## config.mk

```make
export PLATFORM = sky130hd
export DESIGN_NAME = cuckoo_l2_update_ctrl
export DESIGN_NICKNAME = d
export VERILOG_FILES = /design/src/rtl/cuckoo_l2_pkg.sv /design/src/rtl/cuckoo_l2_update_ctrl.sv
export SDC_FILE = /design/constraint.sdc
export NUM_CORES = 1
export LEC_CHECK = 0
export CORE_ASPECT_RATIO = 1.1
export CORE_MARGIN = 10
export CORE_UTILIZATION = 45
export CTS_BUF_LIST = sky130_fd_sc_hd__clkbuf_16
export CTS_CLUSTER_SIZE = 8
export DETAILED_ROUTE_END_ITERATION = 7
export GPL_TIMING_DRIVEN = 0
export PLACE_DENSITY_LB_ADDON = 0.3
export SYNTH_ARGS = -nofsm -noshare
export SYNTH_HDL_FRONTEND = slang
export SYNTH_SLANG_ARGS = --single-unit
```

## constraint.sdc

```tcl
create_clock -name clk -period 2.4 [get_ports clk]
set_input_delay 0.36 -clock clk [delete_from_list [all_inputs] [get_ports clk]]
set_output_delay 0.36 -clock clk [all_outputs]
set_load 0.02 [all_outputs]
```

## src/rtl/cuckoo_l2_pkg.sv

```systemverilog
// ----------------------------------------------------------------------------
// cuckoo_l2_pkg
// Shared definitions for the Cuckoo_L2 runtime table-update controller:
//   - state_t       : update FSM state encoding
//   - TBL_L1/TBL_L2 : values of the table-select bit on the host command
//   - L1_AW, L1_DW  : default L1 index RAM address/data widths
//                     (the address includes the T1/T2 bank bit)
//   - L2_AW, L2_DW  : default L2 entry RAM address/data widths
// ----------------------------------------------------------------------------
package cuckoo_l2_pkg;

    typedef enum logic [1:0] {
        ST_IDLE  = 2'd0,
        ST_STALL = 2'd1,
        ST_WRITE = 2'd2,
        ST_GUARD = 2'd3
    } state_t;

    localparam logic TBL_L1 = 1'b0;
    localparam logic TBL_L2 = 1'b1;

    localparam int L1_AW = 11;
    localparam int L1_DW = 9;
    localparam int L2_AW = 9;
    localparam int L2_DW = 18;

endpackage : cuckoo_l2_pkg

```

## src/rtl/cuckoo_l2_update_ctrl.sv

```systemverilog
// ----------------------------------------------------------------------------
// cuckoo_l2_update_ctrl
// Runtime table-update controller for the two-level Cuckoo payload lookup.
// A host write command is latched, the lookup pipeline is frozen for
// DRAIN_CYCLES cycles so in-flight lookups finish, one write strobe is
// issued, and then MIN_GAP lookup cycles are guaranteed before the next
// command can be taken.
//
// Ports:
//   clk, rst           clock; synchronous active-high reset
//   upd_valid/ready    host command handshake
//   upd_table          0 = L1 index RAM, 1 = L2 entry RAM
//   upd_nocase         0 = case instance, 1 = nocase instance
//   upd_addr, upd_data command address / data (L1 writes use low L1_DW bits)
//   pipe_enable        enable to the lookup datapath
//   l1_we*, l1_addr, l1_din   L1 index RAM write side (address/data shared)
//   l2_we*, l2_addr, l2_din   L2 entry RAM write side (address/data shared)
//   upd_err            one-cycle pulse: L2 command address out of range
//   upd_count          completed writes, saturating
// ----------------------------------------------------------------------------
module cuckoo_l2_update_ctrl
    import cuckoo_l2_pkg::*;
#(
    parameter int L1_AW        = cuckoo_l2_pkg::L1_AW,
    parameter int L1_DW        = cuckoo_l2_pkg::L1_DW,
    parameter int L2_AW        = cuckoo_l2_pkg::L2_AW,
    parameter int L2_DW        = cuckoo_l2_pkg::L2_DW,
    parameter int DRAIN_CYCLES = 3,
    parameter int MIN_GAP      = 4
) (
    input  logic             clk,
    input  logic             rst,

    input  logic             upd_valid,
    output logic             upd_ready,
    input  logic             upd_table,
    input  logic             upd_nocase,
    input  logic [L1_AW-1:0] upd_addr,
    input  logic [L2_DW-1:0] upd_data,

    output logic             pipe_enable,

    output logic             l1_we,
    output logic             l1_we_nocase,
    output logic [L1_AW-1:0] l1_addr,
    output logic [L1_DW-1:0] l1_din,

    output logic             l2_we,
    output logic             l2_we_nocase,
    output logic [L2_AW-1:0] l2_addr,
    output logic [L2_DW-1:0] l2_din,

    output logic             upd_err,
    output logic [15:0]      upd_count
);

    // One down-counter serves both STALL and GUARD, so size it for the longer.
    localparam int CNT_MAX = (DRAIN_CYCLES > MIN_GAP) ? DRAIN_CYCLES : MIN_GAP;
    localparam int CNT_W   = (CNT_MAX > 1) ? $clog2(CNT_MAX) : 1;

    state_t             state;
    state_t             state_next;
    logic [CNT_W-1:0]   cnt;
    logic               cnt_zero;
    logic               accept;
    logic               enter_write;
    logic               cmd_in_range;

    // Command latch
    logic               cmd_table;
    logic               cmd_nocase;
    logic [L1_AW-1:0]   cmd_addr;
    logic [L2_DW-1:0]   cmd_data;

    assign accept      = upd_valid && upd_ready;
    assign cnt_zero    = (cnt == '0);
    assign enter_write = (state == ST_STALL) && cnt_zero;

    // L2 commands must fit the smaller L2 address space; L1 commands always fit.
    assign cmd_in_range = (cmd_table == TBL_L1) ||
                          (cmd_addr[L1_AW-1:L2_AW] == '0);

    // ------------------------------------------------------------------------
    // FSM: state register
    // ------------------------------------------------------------------------
    // NOTE: clocked state uses non-blocking assignments so every flop samples
    // the pre-edge values, independent of process ordering.
    always_ff @(posedge clk) begin
        if (rst) state <= ST_IDLE;
        else     state <= state_next;
    end

    // ------------------------------------------------------------------------
    // FSM: next-state logic
    // ------------------------------------------------------------------------
    // NOTE: state_next gets a default before the case so no path leaves it
    // unassigned, which would otherwise infer a latch.
    always_comb begin
        state_next = state;
        case (state)
            ST_IDLE:  if (accept)   state_next = ST_STALL;
            ST_STALL: if (cnt_zero) state_next = ST_WRITE;
            ST_WRITE:               state_next = ST_GUARD;
            ST_GUARD: if (cnt_zero) state_next = ST_IDLE;
            default:                state_next = ST_IDLE;
        endcase
    end

    // ------------------------------------------------------------------------
    // FSM: outputs decoded from state
    // ------------------------------------------------------------------------
    always_comb begin
        upd_ready   = 1'b0;
        pipe_enable = 1'b1;
        case (state)
            ST_IDLE: begin
                upd_ready   = 1'b1;
                pipe_enable = 1'b1;
            end
            ST_STALL, ST_WRITE: begin
                upd_ready   = 1'b0;
                pipe_enable = 1'b0;
            end
            ST_GUARD: begin
                upd_ready   = 1'b0;
                pipe_enable = 1'b1;
            end
            default: begin
                upd_ready   = 1'b0;
                pipe_enable = 1'b1;
            end
        endcase
    end

    // ------------------------------------------------------------------------
    // Shared STALL/GUARD down-counter. Loaded with N-1 so the state it guards
    // lasts exactly N cycles (it leaves on the cycle the counter reads zero).
    // ------------------------------------------------------------------------
    always_ff @(posedge clk) begin
        if (rst) begin
            cnt <= '0;
        end else begin
            case (state)
                ST_IDLE:  if (accept)    cnt <= CNT_W'(DRAIN_CYCLES - 1);
                ST_STALL: if (!cnt_zero) cnt <= cnt - 1'b1;
                ST_WRITE:                cnt <= CNT_W'(MIN_GAP - 1);
                ST_GUARD: if (!cnt_zero) cnt <= cnt - 1'b1;
                default:                 cnt <= '0;
            endcase
        end
    end

    // ------------------------------------------------------------------------
    // Command latch: captured on acceptance, held until the write slot.
    // ------------------------------------------------------------------------
    // NOTE: the latch is ordinary flops rather than a RAM, so it is cleared on
    // reset; a command interrupted by reset must not survive into the next one.
    always_ff @(posedge clk) begin
        if (rst) begin
            cmd_table  <= TBL_L1;
            cmd_nocase <= 1'b0;
            cmd_addr   <= '0;
            cmd_data   <= '0;
        end else if (accept) begin
            cmd_table  <= upd_table;
            cmd_nocase <= upd_nocase;
            cmd_addr   <= upd_addr;
            cmd_data   <= upd_data;
        end
    end

    // ------------------------------------------------------------------------
    // Write ports. Strobes, address and data are registered on the edge that
    // enters WRITE, so all of them are valid together for that one cycle.
    // Address/data hold their last value outside the slot.
    // ------------------------------------------------------------------------
    always_ff @(posedge clk) begin
        if (rst) begin
            l1_we        <= 1'b0;
            l1_we_nocase <= 1'b0;
            l2_we        <= 1'b0;
            l2_we_nocase <= 1'b0;
            l1_addr      <= '0;
            l1_din       <= '0;
            l2_addr      <= '0;
            l2_din       <= '0;
            upd_err      <= 1'b0;
        end else begin
            l1_we        <= 1'b0;
            l1_we_nocase <= 1'b0;
            l2_we        <= 1'b0;
            l2_we_nocase <= 1'b0;
            upd_err      <= 1'b0;
            if (enter_write) begin
                if (!cmd_in_range) begin
                    upd_err <= 1'b1;
                end else if (cmd_table == TBL_L1) begin
                    l1_we        <= !cmd_nocase;
                    l1_we_nocase <= cmd_nocase;
                    l1_addr      <= cmd_addr;
                    l1_din       <= cmd_data[L1_DW-1:0];
                end else begin
                    l2_we        <= !cmd_nocase;
                    l2_we_nocase <= cmd_nocase;
                    l2_addr      <= cmd_addr[L2_AW-1:0];
                    l2_din       <= cmd_data;
                end
            end
        end
    end

    // Completed-write counter: bumps the cycle after a strobe, saturating.
    always_ff @(posedge clk) begin
        if (rst) begin
            upd_count <= '0;
        end else if ((l1_we || l1_we_nocase || l2_we || l2_we_nocase) &&
                     (upd_count != 16'hFFFF)) begin
            upd_count <= upd_count + 16'd1;
        end
    end

endmodule : cuckoo_l2_update_ctrl

```

# Word-level counts from Yosys, hierarchy flattened
# Cells that the tools add are included.
dict set report op_classes {
  addsub 2
  n_eq_ne 8
  n_mux 10
  n_bitwise 3
  n_reduce_logical 22
}
# cell n
set ops {}
lappend ops {{adder 16 x 1 -> 16 bit, second input constant} 1}
lappend ops {{!= test 16 bit, second input constant} 1}
lappend ops {{2-to-1 mux 2 bit} 5}
lappend ops {{AND reduction 3 bit} 3}
lappend ops {{!= test 2 bit, second input constant} 4}
lappend ops {{case mux 2 bit (4 select lines)} 1}
lappend ops {{OR reduction 2 bit} 4}
lappend ops {{OR reduction 4 bit} 2}
lappend ops {{logical NOT 2 bit} 3}
lappend ops {{case mux 2 bit (3 select lines)} 1}
lappend ops {{equality test 2 bit, second input constant} 2}
lappend ops {{logical OR 1 bit} 4}
lappend ops {{case mux 1 bit (2 select lines)} 2}
lappend ops {{logical AND 1 bit} 3}
lappend ops {{inverter 1 bit} 3}
lappend ops {{OR reduction 3 bit} 1}
lappend ops {{equality test 2 x 1 -> 1 bit, second input constant} 1}
lappend ops {{AND reduction 2 bit} 1}
lappend ops {{subtractor 2 x 1 -> 2 bit, second input constant} 1}
lappend ops {{logical NOT 1 bit} 1}
lappend ops {{2-to-1 mux 1 bit} 1}
dict set report word_totals {
  ff_bits 103
  wordCells 61
}

# Depth between registers and ports, before layout
dict set report logic_depth {
  word_depth 6
  depth_mapped 8
  depth_no_buf 6
}

# Worst setup path after synthesis
# Ideal clock, no wire load.
dict set report synth_timing {
  path_type {register -> register}
  from {register upd_count[0]}
  to {register upd_count[10]}
  arrival_time_ps 1957
  path_slack_ps 373
  path_stages_with_launch 6
  path_buffers 0
  path_cell_list {dfxtp_1 > ha_1 > nand3_1 > or4_1 > or4_1 > a21oi_1}
}
dict set report synth_via {
  elab_chain_len 2
  word_cells_on_any_way 3
  cone_classes {add/sub: 1; eq/ne: 1; reduce/logical: 1}
}
# element line
set synth_rtl {}
lappend synth_rtl {{start, declared} cuckoo_l2_update_ctrl.sv:54} ;# output logic [15:0] upd_count
lappend synth_rtl {{start signal, assigned} cuckoo_l2_update_ctrl.sv:218} ;# upd_count <= upd_count + 16'd1;
lappend synth_rtl {{parallel branches: the longest is 2 deep, another holds adder 16 x 1 -> 16 bit} -}
# Several ways; the timed one is not identified.
# A chain may end at the register's enable or synchronous reset.

# Worst setup path in the final report
dict set report layout_timing {
  from {register state[0]}
  to {output port pipe_enable}
}
dict set report layout_via {
  elab_chain_len 3
  word_cells_on_any_way 7
  cone_classes {eq/ne: 3; mux: 1; reduce/logical: 3}
}
# element line
set layout_rtl {}
lappend layout_rtl {{start, declared} cuckoo_l2_update_ctrl.sv:61} ;# state_t state;
lappend layout_rtl {{start signal, assigned} cuckoo_l2_update_ctrl.sv:90} ;# else state <= state_next;
lappend layout_rtl {{equality test 2 bit, or another cell as far along} cuckoo_l2_update_ctrl.sv:115} ;# case (state)
lappend layout_rtl {{OR reduction 2 bit (no line)} -}
lappend layout_rtl {{case mux 1 bit (2 select lines) *} cuckoo_l2_update_ctrl.sv:115}
lappend layout_rtl {{end, declared} cuckoo_l2_update_ctrl.sv:41} ;# output logic pipe_enable,
# Mark *: on every way between the ends. The rest lies on a longest branch, timed or not.

==> results_dict.tcl <==
set metrics [dict create \
    status "completed" \
    synth_area_per_cell_sq_um 7.964 \
    leakage_nw 1.803 \
    power_density_nw_per_um2 845.0 \
    ant_nets 0 \
    num_rows 35 \
    route.detailed.drc 0 \
    drive_above_1_share_pct 3.618 \
    netlist_instances 490 \
    max_freq_mhz 441.5 \
    finClkSkew_ps 11.34 \
    clock_path_buffers 2 \
    grt_max_degree 19 \
    grt_pass1_vias 3659 \
    via_per_inst 5.278 \
    clock_sinks 103 \
    place_area_sq_um 5062 \
    diodes 0 \
    critPathMaxFanout 6 \
    path_cells "inv_1, ha_1, inv_1, clkdlybuf4s50_1" \
    cpMostUsedCell "inv_1" \
    yosys.area.top_type "dfxtp_1" \
    io_buffers 102 \
    grt_pass1_wl_mm 17.66 \
    synth_warnings 0 \
    worstMarginPinSlew_ps 807.8 \
    design_area_sq_um 5368 \
    arrival_ps 1900 \
    min_path_type "register to register" \
    crit_family "buffers and inverters" \
    routed_wl_mm 11.23 \
    clk_latency_ps 340 \
    wl_per_cell_um 15.62 \
    period_needed_ps 2265 \
    final_max_slew_viol_count 0 \
    cts_inserted_buffers 9 \
    critPathCaptureType "primary output" \
    cpMaxStageDelayCell "clkdlybuf4s50_1" \
    syn-num-nets 531 \
    slew_headroom_pct 45.65 \
    coreArea_sq_um 8408 \
    synth_top_cell_area_share_pct 52.84 \
    reg2reg_setup_slack_ps 150 \
    ir_drop_v 0.0004157 \
    dr_total_vias 3795 \
    ys_types 30 \
    start_util_pct 46.41 \
    h-tree-depth 3 \
    place.gp.congestion 0.8591 \
    firstDrtPassIters 5 \
    crit_start "state[0]" \
    fillers 741 \
    critPathRequiredTime_ps 2040 \
    first_iter_violations 149 \
    reg2reg_to "upd_count[12]" \
    fin_crit_sh_pct 94.37 \
    rsz0062_at_grt "false" \
    hold_viol 0 \
    area_delta_synth_final_pct 37.54 \
    setup_slack_ps 135.1 \
    grt_antenna_before_repair 0 \
    ys_seq_area_share_pct 52.84 \
    critical_path_buf_inv_count 3 \
    power_mw 4.536 \
    cts_setup_buffers 0 \
    die_x_um 108.8 \
    syn_area_sq_um 3902 \
    synth_seq_cells 103 \
    cp-start-kind "register" \
    ctsRootBufferMaster "clkbuf_16" \
    post-dp-hpwl_mm 8.371 \
    clk_pin_slew_ps 70 \
    grt_util_all_layers_pct 16.92 \
    cpPeakStageDelay_ps 610 \
    path_class "register to primary output" \
    cap_violations 0 \
    grt_overflow 0 \
    cts_tree "built" \
    io_pins 104 \
    reg2reg_depth 6 \
    post-place-ws_ps -183.8 \
    die_area_sq_um 12800 \
    critical_path_cell_count 4 \
    fin_nets 644 \
    r2r-start "upd_count[0]" \
    die_h_um 117.7 \
    finalSetupViolCount 0 \
    netlist_top_cells_area "dfxtp_1, nand2_1, a21oi_1, clkbuf_1, ha_1" \
    endpoint "pipe_enable" \
]
[layer usage]
metal / track usage, % / share of wire [%]
met2: 28.35 / 49
met5: 0 / 0
met4: 5.033 / 1.9
met3: 6.681 / 9.5
met1: 19.12 / 40
[report_power, final]
part / switching (mW) / internal [mW]
combinational: 0.727 / 0.426
sequential: 0.135 / 1.88
clock: 0.654 / 0.717
total: 1.52 / 3.02
[layout by cell type, fill, tap and decap left out, drive strengths merged, types with 2 or more instances in the layout]
cell type	synthesis	final
mux2i	2	2
nor3	7	7
clkbuf	30	39
o31ai	10	10
nand4	5	5
clkdlybuf4s50	0	102
o21ai	5	5
nand2	169	169
nand3	5	5
and2	2	2
or4	10	10
clkinv	0	2
dfxtp	103	103
a21oi	93	93
inv	9	14
and3	2	2
nor2	10	10
nor4	3	3
ha	7	7
and4	2	2
or3	5	5
o2bb2ai	2	2
[metrics by stage]
step | hold WS [ps] | cells | setup TNS [ps] | util (%)
2_1_floorplan | 430.0 | 490 | 0 | -
3_3_place_gp | 438.7 | 703 | -685.4 | 60.21
3_5_place_dp | 447.0 | 703 | -2073 | 60.21
4_1_cts | 457.4 | 719 | 0 | 63.59
5_1_grt | 476.5 | 719 | 0 | 63.84
6_report | 453.8 | 719 | 0 | 63.84
[layout make-up]
cell class	instances	area, sq um	share of cell area (%)
clock inverter	7	53.80	1.002
tap	111	138.9	2.587
clock buffer	9	225.2	4.196
multi-input combinational	347	1713	31.91
inverter	9	33.78	0.6294
sequential	103	2062	38.41
timing repair buffer	102	1021	19.02
buffer	31	120.1	2.238
[worst min-delay path, delay by kind of cell, from the launching register on]
kind | cells | cell delay [ps]
compound gates | 1 | 50
flops | 1 | 310
simple gates | 1 | 50
[sequential cells by signal (all words and copies together) (netlist names)]
register / count
l2_din: 18
cmd_data: 18
l2_we: 1
l1_addr: 11
cmd_addr: 11
upd_err: 1
l1_din: 9
l2_we_nocase: 1
state: 2
l1_we: 1
l1_we_nocase: 1
cmd_table: 1
cmd_nocase: 1
cnt: 2
l2_addr: 9
upd_count: 16
[cells in the mapped netlist, drive strengths merged]
cell type	number
and3	2
ha	7
nand4b	1
nor2	10
o21ai	5
a21oi	93
a31oi	1
nand2	169
or4	10
nand3	5
clkbuf	30
o2bb2ai	2
nor4	3
and2	2
o311a	1
and4b	1
buf	1
dfxtp	103
mux2i	2
nor3	7
inv	9
o31ai	10
a211oi	1
nand4	5
and4	2
o211ai	1
or2	1
or3	5
or4b	1
[how the worst min path moves through the flow]
stage,start,end,slack [ps],depth (start not counted)
finish,l1_addr[4],l1_addr[4],450,2
detailed placement,l1_addr[5],l1_addr[5],450,2
floorplan,cmd_nocase,l2_we,430,1
CTS,l1_addr[5],l1_addr[5],460,2
global route,cmd_data[13],l2_din[13],480,2
global placement,cmd_data[13],l2_din[13],440,2
[kinds of logic (layout without fill, tap and decap cells)]
family	after synthesis	in the layout	share of synthesized area [%]
compound gates	114	114	15.74
fa+ha+maj	7	7	2.244
buf+inv	40	158	3.879
flops	103	103	52.84
mux	2	2	0.5130
simple gates	224	224	24.78
[repair_timing]
item,4_1_cts,5_1_grt
endpoints found under the setup margin,20,17
gates resized for setup,1,7
hold buffers,0,0
No activity file was read; power rests on OpenSTA's default activity.
